### src/rtl/uart_pkg.sv
// Shared UART transmit types, framing constants and packet builder.
// Packet layout, bit 0 first: start, data LSB-first, even parity, stop.
package uart_pkg;

    localparam int UART_DATA_W     = 8;
    localparam int UART_OVERSAMPLE = 16;
    localparam int UART_PACKET_W   = UART_DATA_W + 3;

    localparam logic START_BIT = 1'b0;
    localparam logic STOP_BIT  = 1'b1;

    typedef enum logic [1:0] {
        IDLE,
        WAIT_TICK,
        SEND
    } tx_state_t;

    function automatic logic [UART_PACKET_W-1:0] build_packet(input logic [UART_DATA_W-1:0] data);
        return {STOP_BIT, ^data, data, START_BIT};
    endfunction

endpackage

### src/rtl/tx_bit_timer.sv
// Purpose: counts sample-enable ticks within one transmitted bit, flags the bit's last tick.
// Latency: bit_end is combinational from the registered count; the count updates one edge after a tick.
// Backpressure: none; ticks are consumed only while run is high, clr/reset dominate start.
module tx_bit_timer #(
    parameter int OVERSAMPLE = 16,
    parameter int CNT_W      = $clog2(OVERSAMPLE + 1)
) (
    input  logic clk,
    input  logic reset,
    input  logic clr,
    input  logic start,
    input  logic run,
    input  logic tick,
    output logic bit_end
);

    localparam logic [CNT_W-1:0] TERM_CNT = CNT_W'(OVERSAMPLE);
    localparam logic [CNT_W-1:0] ONE_CNT  = CNT_W'(1);

    logic [CNT_W-1:0] tick_cnt;

    // The tick that opens a bit counts as tick 1, so a bit spans exactly OVERSAMPLE ticks.
    always_ff @(posedge clk) begin
        if (reset || clr) begin
            tick_cnt <= '0;
        end else if (start) begin
            tick_cnt <= ONE_CNT;
        end else if (run && tick) begin
            tick_cnt <= bit_end ? ONE_CNT : tick_cnt + 1'b1;
        end
    end

    assign bit_end = (tick_cnt == TERM_CNT);

endmodule

### src/rtl/uart_tx_data_transmission.sv
// Purpose: frames a byte (start, data LSB-first, even parity, stop) and serialises it on TxD; option UART_TX_HOLD_BUFFER_EN.
// Latency: Tx_BUSY one edge after accept; start bit on the first sample tick after that; each bit lasts OVERSAMPLE ticks.
// Backpressure: Tx_WR is dropped while Tx_BUSY (or, with the hold buffer, while the hold entry is full).
module uart_tx_data_transmission
    import uart_pkg::*;
#(
    parameter int DATA_W     = UART_DATA_W,
    parameter int OVERSAMPLE = UART_OVERSAMPLE,
    parameter int PACKET_W   = DATA_W + 3
) (
    input  logic              clk,
    input  logic              reset,
    input  logic              Tx_EN,
    input  logic              Tx_sample_ENABLE,
    input  logic              Tx_WR,
    input  logic [DATA_W-1:0] Tx_DATA,
    output logic              TxD,
    output logic              Tx_BUSY,
    output logic              Tx_DONE
);

    localparam int BI_W = $clog2(PACKET_W);
    localparam logic [BI_W-1:0] LAST_IDX = BI_W'(PACKET_W - 1);

    tx_state_t           state_q;
    tx_state_t           state_nxt;
    logic [PACKET_W-1:0] sh_q;
    logic [BI_W-1:0]     bit_idx_q;
    logic                txd_q;
    logic                done_q;

    logic                bit_end;
    logic                abort;
    logic                accept;
    logic                first_tick;
    logic                bit_tick;
    logic                last_tick;
    logic                timer_clr;
    logic [PACKET_W-1:0] pkt_new;
    logic                next_vld;
    logic [PACKET_W-1:0] next_pkt;

    assign pkt_new    = build_packet(Tx_DATA);
    assign abort      = !Tx_EN;
    assign accept     = Tx_WR && Tx_EN && (state_q == IDLE);
    assign first_tick = (state_q == WAIT_TICK) && Tx_sample_ENABLE;
    assign bit_tick   = (state_q == SEND) && Tx_sample_ENABLE && bit_end;
    assign last_tick  = bit_tick && (bit_idx_q == LAST_IDX);

`ifdef UART_TX_HOLD_BUFFER_EN
    logic                hold_vld_q;
    logic [PACKET_W-1:0] hold_q;
    logic                hold_wr;

    assign hold_wr  = Tx_WR && Tx_EN && (state_q != IDLE) && !hold_vld_q;
    // A write landing on the stop bit's last tick chains straight through without parking.
    assign next_vld = hold_vld_q || hold_wr;
    assign next_pkt = hold_vld_q ? hold_q : pkt_new;

    always_ff @(posedge clk) begin
        if (reset || abort) begin
            hold_vld_q <= 1'b0;
            hold_q     <= '0;
        end else if (last_tick && next_vld) begin
            hold_vld_q <= 1'b0;
        end else if (hold_wr) begin
            hold_vld_q <= 1'b1;
            hold_q     <= pkt_new;
        end
    end
`else
    assign next_vld = 1'b0;
    assign next_pkt = '0;
`endif

    assign timer_clr = abort || (last_tick && !next_vld);

    tx_bit_timer #(
        .OVERSAMPLE (OVERSAMPLE)
    ) u_bit_timer (
        .clk     (clk),
        .reset   (reset),
        .clr     (timer_clr),
        .start   (first_tick),
        .run     (state_q == SEND),
        .tick    (Tx_sample_ENABLE),
        .bit_end (bit_end)
    );

    always_ff @(posedge clk) begin
        if (reset) begin
            state_q <= IDLE;
        end else begin
            state_q <= state_nxt;
        end
    end

    always_comb begin
        state_nxt = state_q;
        if (abort) begin
            state_nxt = IDLE;
        end else begin
            case (state_q)
                IDLE:      if (accept) state_nxt = WAIT_TICK;
                WAIT_TICK: if (Tx_sample_ENABLE) state_nxt = SEND;
                SEND:      if (last_tick && !next_vld) state_nxt = IDLE;
                default:   state_nxt = IDLE;
            endcase
        end
    end

    // Shift register keeps the bit on the line in sh_q[0]; TxD is registered so it only moves on ticks.
    always_ff @(posedge clk) begin
        if (reset || abort) begin
            sh_q      <= '0;
            bit_idx_q <= '0;
            txd_q     <= STOP_BIT;
            done_q    <= 1'b0;
        end else begin
            done_q <= last_tick;
            if (accept) begin
                sh_q      <= pkt_new;
                bit_idx_q <= '0;
            end else if (first_tick) begin
                txd_q <= sh_q[0];
            end else if (last_tick) begin
                bit_idx_q <= '0;
                if (next_vld) begin
                    sh_q  <= next_pkt;
                    txd_q <= next_pkt[0];
                end else begin
                    sh_q  <= '0;
                    txd_q <= STOP_BIT;
                end
            end else if (bit_tick) begin
                sh_q      <= sh_q >> 1;
                bit_idx_q <= bit_idx_q + 1'b1;
                txd_q     <= sh_q[1];
            end
        end
    end

    always_comb begin
        TxD     = txd_q;
        Tx_BUSY = (state_q != IDLE);
        Tx_DONE = done_q;
    end

endmodule

### config.mk
export PLATFORM = sky130hd
export DESIGN_NAME = uart_tx_data_transmission
export DESIGN_NICKNAME = d
export VERILOG_FILES = /design/src/rtl/uart_pkg.sv /design/src/rtl/tx_bit_timer.sv /design/src/rtl/uart_tx_data_transmission.sv
export SDC_FILE = /design/constraint.sdc
export NUM_CORES = 1
export LEC_CHECK = 0
export CAP_MARGIN = 10
export CORE_MARGIN = 4
export CORE_UTILIZATION = 55
export DETAILED_ROUTE_END_ITERATION = 10
export PLACE_DENSITY = 0.92
export SLEW_MARGIN = 15
export SYNTH_ARGS = -nofsm -noshare
export SYNTH_HDL_FRONTEND = slang
export SYNTH_SLANG_ARGS = --single-unit
### constraint.sdc
create_clock -name clk -period 3.3 [get_ports clk]
set_clock_uncertainty 0.1 [all_clocks]
set_input_delay 0.66 -clock clk [delete_from_list [all_inputs] [get_ports clk]]
set_output_delay 0.66 -clock clk [all_outputs]
set_load 0.05 [all_outputs]
# Word-level counts from Yosys, hierarchy flattened
# Index checks and enable logic that the tools add are counted.
[word_totals]
ff_bits = 24
latchBits = 0
ramBits = 0
mem_bits_ro = 0
input_bits = 13
out_inout_bits = 3
wordCells = 61
mem_count = 0
[classes]
addsub = 2
n_mul = 0
div = 0
order_cmp = 0
n_eq_ne = 8
shift = 0
n_mux = 16
bitwise = 3
n_reduce_logical = 24
[op_table]
columns = ["op", "n"]
rows = [
  ["11-bit two-way mux", 4],
  ["4-bit two-way mux", 2],
  ["2-bit inequality test, second input constant", 4],
  ["8-bit parity", 1],
  ["1-bit logical AND", 6],
  ["2-bit two-way mux", 3],
  ["2-bit one-hot mux with 3 select lines", 1],
  ["2-bit AND reduction", 3],
  ["2-bit nonzero test", 3],
  ["3-bit nonzero test", 2],
  ["2-bit OR reduction", 3],
  ["5-bit by 1-bit adder with 5-bit output, second input constant", 1],
  ["5-bit == test, second input constant", 1],
  ["1-bit two-way mux", 5],
  ["5-bit two-way mux", 1],
  ["4-bit by 1-bit adder with 4-bit output, second input constant", 1],
  ["4-bit == test, second input constant", 1],
  ["1-bit logical OR", 3],
  ["1-bit inverter", 3],
  ["3-bit AND reduction", 1],
  ["2-bit by 1-bit == test with 1-bit output, second input constant", 1],
  ["2-bit == test, second input constant", 1],
  ["2-bit zero test", 1],
  ["1-bit zero test", 1],
]

# Logic depth before layout (Yosys ltp)
# Gate-level depths: netlist of run 1.
[depth]
ltp_word = 7
mapped_depth = 7

# Cells and area by module
# From an unflattened synthesis of run 1, not the netlist that was laid out.
[hier_totals]
cells_unflattened = 133
area_unflattened_um2 = 1219.9
[by_module_without_submodules]
columns = ["module", "n_inst", "cells_per_inst", "area_each_um2", "seq_area_each_um2"]
rows = [
  ["uart_tx_data_transmission", 1, 101, 928.4, 380.4],
  ["tx_bit_timer", 1, 32, 291.5, 100.1],
]

# Worst setup path before layout of run 1
# No wires, ideal clock.
[synth_path]
path_kind = "input port to flip-flop"
from = "in reset"
to = "reg sh_q[1]"
t_arrival_ns = 1.522
required_ns = 3.077
slack_ns = 1.555
path_stages = 5
cell_sequence = "nand2b_1 buf_2 a21o_1 nor2_2 a221o_2"
[synth_via]
elab_chain_len = 1
[synth_lines]
columns = ["item", "line_no", "text"]
rows = [
  ["start: declaration", "uart_tx_data_transmission.sv:12", "input logic reset,"],
  ["1-bit logical OR", "uart_tx_data_transmission.sv:114", "if (reset || abort) begin"],
  ["end signal: assignment", "uart_tx_data_transmission.sv:122", "sh_q <= pkt_new;"],
  ["end signal: assignment", "uart_tx_data_transmission.sv:129", "sh_q <= next_pkt;"],
  ["end signal: assignment", "uart_tx_data_transmission.sv:136", "sh_q <= sh_q >> 1;"],
  ["end: declaration", "uart_tx_data_transmission.sv:27", "logic [PACKET_W-1:0] sh_q;"],
]
# No other way between the ends.
# A chain may end at the register's enable or synchronous reset.

# Worst setup path after layout of run 1
[layout_path]
from = "reg state_q[1]"
to = "out Tx_BUSY"
[layout_via]
elab_chain_len = 1
[layout_lines]
columns = ["item", "line_no", "text"]
rows = [
  ["start: declaration", "uart_tx_data_transmission.sv:25", "tx_state_t state_q;"],
  ["start signal: assignment", "uart_tx_data_transmission.sv:94", "state_q <= state_nxt;"],
  ["2-bit nonzero test", "uart_tx_data_transmission.sv:145", "Tx_BUSY = (state_q != IDLE);"],
  ["end: declaration", "uart_tx_data_transmission.sv:18", "output logic Tx_BUSY,"],
]
# No other way between the ends.

==> load_flow_metrics.sql, run 1 <==
INSERT INTO impl_metrics (metric_group, metric, value, unit) VALUES
('yosys', 'netlist-cell-type-count', '34', ''),
('die', 'floorplan.io_pins', '16', ''),
('global_route', 'first_pass_grt_wire_length', '4071', 'um'),
('yosys', 'synthMostInstantiatedCell', 'sky130_fd_sc_hd__dfxtp_1', ''),
('clocking', 'cts_buffer_depth', '2', ''),
('yosys', 'ys.flop_type', 'sky130_fd_sc_hd__dfxtp_1', ''),
('die', 'dieArea', '3033', 'um^2'),
('layout', 'syn_to_final_growth', '16.63', '%'),
('yosys', 'netlist_area', '1219', 'um^2'),
('layout', 'design.final.nets', '157', ''),
('pwr', 'pwr_density_cell', '354.0', 'nW/um^2'),
('timing', 'timing.max_slew.rel_slack', '59.75', '%'),
('pwr', 'static-leakage-power', '0.0005212', 'uW'),
('global_route', 'track_usage', '18.94', '%'),
('yosys', 'synth.top_cells.by_area', 'sky130_fd_sc_hd__dfxtp_1 39%, sky130_fd_sc_hd__xnor2_1 6.5%, sky130_fd_sc_hd__a221o_2 4.6%', ''),
('placement', 'setup_slack_at_placement', '866.1', 'ps'),
('die', 'die_width', '55.07', 'um'),
('global_route', 'grt_pass1_vias', '953', ''),
('worst_setup_path', 'cp-startpoint', 'state_q[1]$_SDFFE_PP0P_', ''),
('yosys', 'ys_ff_latch', '24', ''),
('clocking', 'clock_insertion_delay_worst_skew', '310', 'ps'),
('layout', 'area.sequential', '480.5', 'um^2'),
('yosys', 'synth_warnings', '0', ''),
('timing', 'tightestPinTransition', '601.5', 'ps'),
('clocking', 'numCtsBuffers', '3', ''),
('timing', 'fin_crit', '2509', 'ps'),
('timing', 'final-hold-violation-count', '0', ''),
('yosys', 'synth_net_count', '140', ''),
('clocking', 'cts.repair.resized', '0', ''),
('die', 'floorplan.rows', '16', ''),
('worst_hold_path', 'hold_path.class', 'flop to flop', ''),
('timing', 'setup-tns-final', '0', 'ps'),
('drt', 'route.detailed.wl_per_inst', '15.04', 'um'),
('worst_setup_path', 'crit_type', 'flop to primary output', ''),
('yosys', 'synthesis.area_per_instance', '9.908', 'um^2'),
('die', 'placeableCoreArea', '2042', 'um^2'),
('layout', 'drive_gt1_share', '16.55', '%'),
('drt', 'number_of_design_rule_violations_left_by_the_first_detailed_router_iteration', '28', ''),
('placement', 'portBuffers', '15', ''),
('layout', 'multiInputGateArea', '694.4', 'um^2'),
('placement', 'place.detailed.hpwl', '1931', 'um'),
('clocking', 'clock_root_cell', 'sky130_fd_sc_hd__clkbuf_4', ''),
('drt', 'detail_route.vias_per_cell', '5.910', ''),
('global_route', 'globalRouteOverflowTotal', '0', ''),
('worst_setup_path', 'reg2reg_start', 'bit_idx_q[0]$_SDFFE_PP0P_', ''),
('timing', 'postLayoutSetupSlackWorst', '790.5', 'ps'),
('clocking', 'cts_max_level', '1', ''),
('timing', 'achievable-frequency', '398.5', 'MHz'),
('yosys', 'synth_edf_count', '0', ''),
('worst_setup_path', 'endpoint_type_of_the_worst_setup_path', 'primary output', ''),
('timing', 'drv_slew', '0', ''),
('die', 'die_y', '55.07', 'um'),
('worst_hold_path', 'worst_hold_startpoint', 'sh_q[0]$_SDFFE_PP0P_', ''),
('yosys', 'part_of_the_yosys_area_used_for_sequential_elements', '39.43', '%'),
('worst_setup_path', 'cp_max_fo', '6', ''),
('global_route', 'grt_start_max_net_pins', '14', ''),
('pwr', 'irDropWorstVdd', '0.0002208', 'V'),
('drt', 'drt_drc_violations_left', '0', ''),
('drt', 'drt_first_pass_iters', '4', ''),
('drt', 'vias', '981', ''),
('yosys', 'asyncSetResetFlopFracSynth', '0', '%'),
('drt', 'detail-route-antenna-nets', '0', ''),
('yosys', 'number_of_cells_produced_by_synthesis', '123', ''),
('clocking', 'cts_post_setup_buffers_inserted', '0', ''),
('clocking', 'tritoncts_clock_tree', 'yes', ''),
('placement', 'place.gp.congestion', '0.8450', ''),
('status', 'status', 'finished clean', ''),
('worst_setup_path', 'type_of_origin_of_the_critical_path', 'flop', ''),
('clocking', 'clk_transition_reported_paths', '120', 'ps'),
('global_route', 'antenna_found_initial', '0', ''),
('clocking', 'cts_hold_buffers', '0', '');
cells in the final DEF, fill, tap and decap left out, drive strengths merged, types with 2 or more instances in the layout:
cell / netlist / layout
a211oi: 3 / 3
a21o: 2 / 2
a21oi: 6 / 6
a221o: 8 / 8
and2: 8 / 8
and3b: 2 / 2
clkbuf: 0 / 4
clkdlybuf4s50: 0 / 15
dfxtp: 24 / 24
ha: 4 / 4
inv: 5 / 5
nand2: 3 / 3
nand2b: 2 / 2
nand3: 8 / 8
nand3b: 4 / 4
nand4: 2 / 2
nor2: 10 / 10
nor3: 5 / 5
o21ai: 2 / 2
xnor2: 9 / 9
xor2: 4 / 4
routing by layer:
layer	vias up	part of all wire [%]	global-route usage, %
li1	477	-	-
met2	29	51	35.63
met4	0	1.7	7.692
met1	470	42	21.02
met5	-	0	0
met3	5	5.5	2.681
cells by family (layout without fill, tap and decap cells):
kind of cell    count (synthesis)  count (layout)  synth area share (%)
simple gates                   49              49                 27.62
compound gates                 24              24                 15.91
flops                          24              24                 39.42
xor+xnor                       13              13                 9.343
buf+inv                         9              25                 3.593
fa+ha+maj                       4               4                 4.107
power breakdown:
group	switching, uW	internal [uW]
Combinational	25.2	29.9
Clock	84.6	67.5
Sequential	2.61	293
Total	112	391
sequential cells by signal, summed over array words and instances (netlist names):
name / count
TxD: 1
Tx_DONE: 1
bit_idx_q: 4
sh_q: 11
state_q: 2
u_bit_timer.tick_cnt: 5
final timing paths:
path | endpoint | slack, ps | depth (start not counted)
setup reg to reg | sh_q[6]$_SDFFE_PP0P_ | 1500 | 6
setup / recovery | Tx_BUSY | 790 | 3
hold / removal | sh_q[0]$_SDFFE_PP0P_ | 370 | 2
hold reg to reg | sh_q[0]$_SDFFE_PP0P_ | 370 | 2
cell type report:
class | instances | area share [%]
multi-input combinational | 90 | 48.86
inverter | 5 | 1.320
sequential | 24 | 33.80
clock buffer | 4 | 2.553
tap | 27 | 2.377
timing repair buffer | 16 | 11.09
per-stage QoR:
stage	total power (uW)	hold WS, ps	cells	instance area (um^2)	utilization (%)
after floorplan	332.9	332.3	123	1219	-
after global placement	355.0	346.0	162	1385	67.83
after detailed placement	357.0	358.2	162	1385	67.83
after CTS	508.1	374.2	166	1421	69.61
after global routing	524.6	407.6	166	1421	69.61
final	503.2	373.0	166	1421	69.61
critical path, stage by stage (launching register included):
cell and delay (ps):
sky130_fd_sc_hd__dfxtp_1 470, sky130_fd_sc_hd__nor2_1 120, sky130_fd_sc_hd__inv_1 60, sky130_fd_sc_hd__clkdlybuf4s50_1 790
Note: power is estimated with default switching activity, not from simulation.
==> run 2: changes to the inputs <==
CORE_UTILIZATION = 53   (was 55)
PLACE_DENSITY = 0.89   (was 0.92)
clock period = 2.5 ns   (was 3.3 ns; I/O delays follow)
==> run 2 against run 1 <==
  * Clock-buffer cell count did not move
  * Via count shrank 3.5%
  * Sequential share of layout area about the same
  * Utilization fell by 4.7 points
  * Critical path depth unchanged
  * Highest routed layer unchanged
  * Worst setup slack worse by 670 ps
  * First-iteration DRC count grew 3.6%
==> load_flow_metrics.sql, run 2 (synthesis results as in run 1) <==
INSERT INTO impl_metrics (metric_group, metric, value, unit) VALUES
('die', 'dieArea', '3130', 'um^2'),
('pwr', 'static-leakage-power', '0.0005212', 'uW'),
('timing', 'final-hold-violation-count', '0', ''),
('layout', 'register_name_with_the_most_flops', 'sh_q', ''),
('clocking', 'cts_max_level', '1', ''),
('clocking', 'cts.repair.resized', '0', ''),
('layout', 'most_common_library_cell_in_the_layout_ignoring_fill_and_taps', 'sky130_fd_sc_hd__dfxtp_1', ''),
('drt', 'vias', '947', ''),
('global_route', 'track_usage', '16.50', '%'),
('run', 'maxCapViolCount', '0', ''),
('worst_setup_path', 'cp_max_fo', '6', ''),
('placement', 'place.detailed.hpwl', '1853', 'um'),
('pwr', 'irDropWorstVdd', '0.0003188', 'V'),
('layout', 'top_regs', 'sh_q: 11 flops, u_bit_timer.tick_cnt: 5 flops, bit_idx_q: 4 flops', ''),
('layout', 'layout.cells.most_common_list', '24 x sky130_fd_sc_hd__dfxtp_1, 15 x sky130_fd_sc_hd__clkdlybuf4s50_1, 9 x sky130_fd_sc_hd__xnor2_1', ''),
('global_route', 'antenna_found_initial', '0', ''),
('timing', 'timing.max_slew.rel_slack', '66.00', '%'),
('timing', 'fin_crit', '2382', 'ps'),
('global_route', 'grt_pass1_vias', '943', ''),
('worst_setup_path', 'type_of_origin_of_the_critical_path', 'flop', ''),
('clocking', 'clock_root_cell', 'sky130_fd_sc_hd__clkbuf_4', ''),
('timing', 'timing.final.setup_violations', '0', ''),
('clocking', 'cts_hold_buffers', '0', ''),
('timing', 'timing.final.crit_share', '95.27', '%'),
('die', 'floorplan.io_pins', '16', ''),
('worst_setup_path', 'crit_type', 'flop to primary output', ''),
('drt', 'detail_route.vias_per_cell', '5.671', ''),
('die', 'floorplan.initialDensity', '55.63', '%'),
('worst_setup_path', 'worstPathCellList', 'nor2_1 > inv_1 > clkdlybuf4s50_1', ''),
('worst_setup_path', 'cp.buffers_inverters', '2', ''),
('worst_setup_path', 'data_arrival_time_of_the_worst_path', '1780', 'ps'),
('clocking', 'cts.sinks', '24', ''),
('timing', 'postLayoutSetupSlackWorst', '118.3', 'ps'),
('global_route', 'globalRouteOverflowTotal', '0', ''),
('layout', 'largest_reg_flops', '11', ''),
('die', 'placeableCoreArea', '2191', 'um^2'),
('timing', 'tightestPinTransition', '508.4', 'ps'),
('layout', 'diodes', '0', ''),
('clocking', 'cts_buffer_depth', '2', ''),
('clocking', 'clock_insertion_delay_worst_skew', '320', 'ps'),
('pwr', 'pwr_density_cell', '468.4', 'nW/um^2'),
('worst_setup_path', 'register_to_register_setup_slack', '750', 'ps'),
('placement', 'setup_slack_at_placement', '311.1', 'ps'),
('die', 'floorplan.rows', '17', ''),
('status', 'status', 'finished clean', ''),
('layout', 'design.final.nets', '157', ''),
('worst_setup_path', 'endpoint_type_of_the_worst_setup_path', 'primary output', ''),
('worst_setup_path', 'worst_path_required_time', '1900', 'ps'),
('layout', 'drive_gt1_share', '16.55', '%'),
('clocking', 'numCtsBuffers', '3', ''),
('clocking', 'tritoncts_clock_tree', 'yes', ''),
('drt', 'drt_drc_violations_left', '0', ''),
('placement', 'place.gp.congestion', '0.7729', ''),
('drt', 'drt_first_pass_iters', '4', ''),
('timing', 'setup-tns-final', '0', 'ps'),
('drt', 'number_of_design_rule_violations_left_by_the_first_detailed_router_iteration', '29', ''),
('drt', 'route.final.wire_length', '2317', 'um'),
('layout', 'fill_cells', '185', ''),
('global_route', 'grt_start_max_net_pins', '14', ''),
('die', 'die_y', '55.95', 'um'),
('die', 'die_width', '55.95', 'um'),
('worst_setup_path', 'timing.critical_path.slowest_stage_cell', 'sky130_fd_sc_hd__clkdlybuf4s50_1', ''),
('worst_hold_path', 'hold_path.class', 'flop to flop', ''),
('timing', 'drv_slew', '0', ''),
('placement', 'portBuffers', '15', ''),
('timing', 'grt_setup_unrepaired', 'no', ''),
('drt', 'route.detailed.wl_per_inst', '13.87', 'um'),
('layout', 'syn_to_final_growth', '16.73', '%'),
('timing', 'achievable-frequency', '419.9', 'MHz'),
('clocking', 'cts_post_setup_buffers_inserted', '0', ''),
('worst_setup_path', 'critPathMaxStageDelay', '800', 'ps'),
('drt', 'detail-route-antenna-nets', '0', ''),
('clocking', 'clk_transition_reported_paths', '130', 'ps'),
('worst_setup_path', 'critPathTopFamily', 'buffers and inverters', ''),
('global_route', 'first_pass_grt_wire_length', '4112', 'um');
## run 2: cell counts in the layout (fill, tap and decap cells not counted)
Identical to the previous run, type by type.
## run 2: through the flow
step / hold WS [ps] / power [uW] / instance area [um^2] / util (%) / cells
after floorplan: 332.3 / 439.4 / 1219 / - / 123
after global placement: 343.5 / 468.7 / 1386 / 63.28 / 163
after detailed placement: 355.3 / 471.4 / 1386 / 63.28 / 163
after CTS: 373.2 / 676.3 / 1423 / 64.93 / 167
after global routing: 398.3 / 701.1 / 1423 / 64.93 / 167
final: 370.7 / 666.3 / 1423 / 64.93 / 167
## run 2: per-layer routing
layer	share of wire (%)	track usage, %
met1	45	19.86
met4	2.6	9.153
met5	0	0
met2	48	27.53
met3	4.1	3.016
## run 2: final cells by class
cell class / count / area (um^2) / area share, %
Timing Repair Buffer: 16 / 157.7 / 11.08
Multi-Input combinational cell: 90 / 694.4 / 48.81
Sequential cell: 24 / 480.5 / 33.77
Clock buffer: 4 / 36.28 / 2.551
Tap cell: 28 / 35.03 / 2.463
Inverter: 5 / 18.77 / 1.319
## run 2: final timing paths
| path | end | depth (start not counted) | from |
|---|---|---|---|
| worst max-delay path | Tx_BUSY | 3 | state_q[1]$_SDFFE_PP0P_ |
| worst min-delay path | sh_q[0]$_SDFFE_PP0P_ | 2 | sh_q[0]$_SDFFE_PP0P_ |
| worst max register to register | sh_q[5]$_SDFFE_PP0P_ | 6 | bit_idx_q[0]$_SDFFE_PP0P_ |
| worst min register to register | sh_q[0]$_SDFFE_PP0P_ | 2 | sh_q[0]$_SDFFE_PP0P_ |
## run 2: report_power, final
| group | total [uW] | internal, uW | leakage, uW | switching (uW) |
|---|---|---|---|---|
| logic | 71.9 | 39.5 | 0.000306 | 32.5 |
| clock network | 204 | 89.1 | 0.0000210 | 115 |
| registers | 391 | 387 | 0.000194 | 3.32 |
| total | 666 | 516 | 0.000521 | 150 |
## run 2: worst register-to-register path: stages (launching register included)
cell and delay [ps]:
sky130_fd_sc_hd__dfxtp_1 410, sky130_fd_sc_hd__inv_1 60, sky130_fd_sc_hd__ha_1 210, sky130_fd_sc_hd__and3b_1 280
sky130_fd_sc_hd__nor4_4 330, sky130_fd_sc_hd__and2_2 220, sky130_fd_sc_hd__a221o_2 100
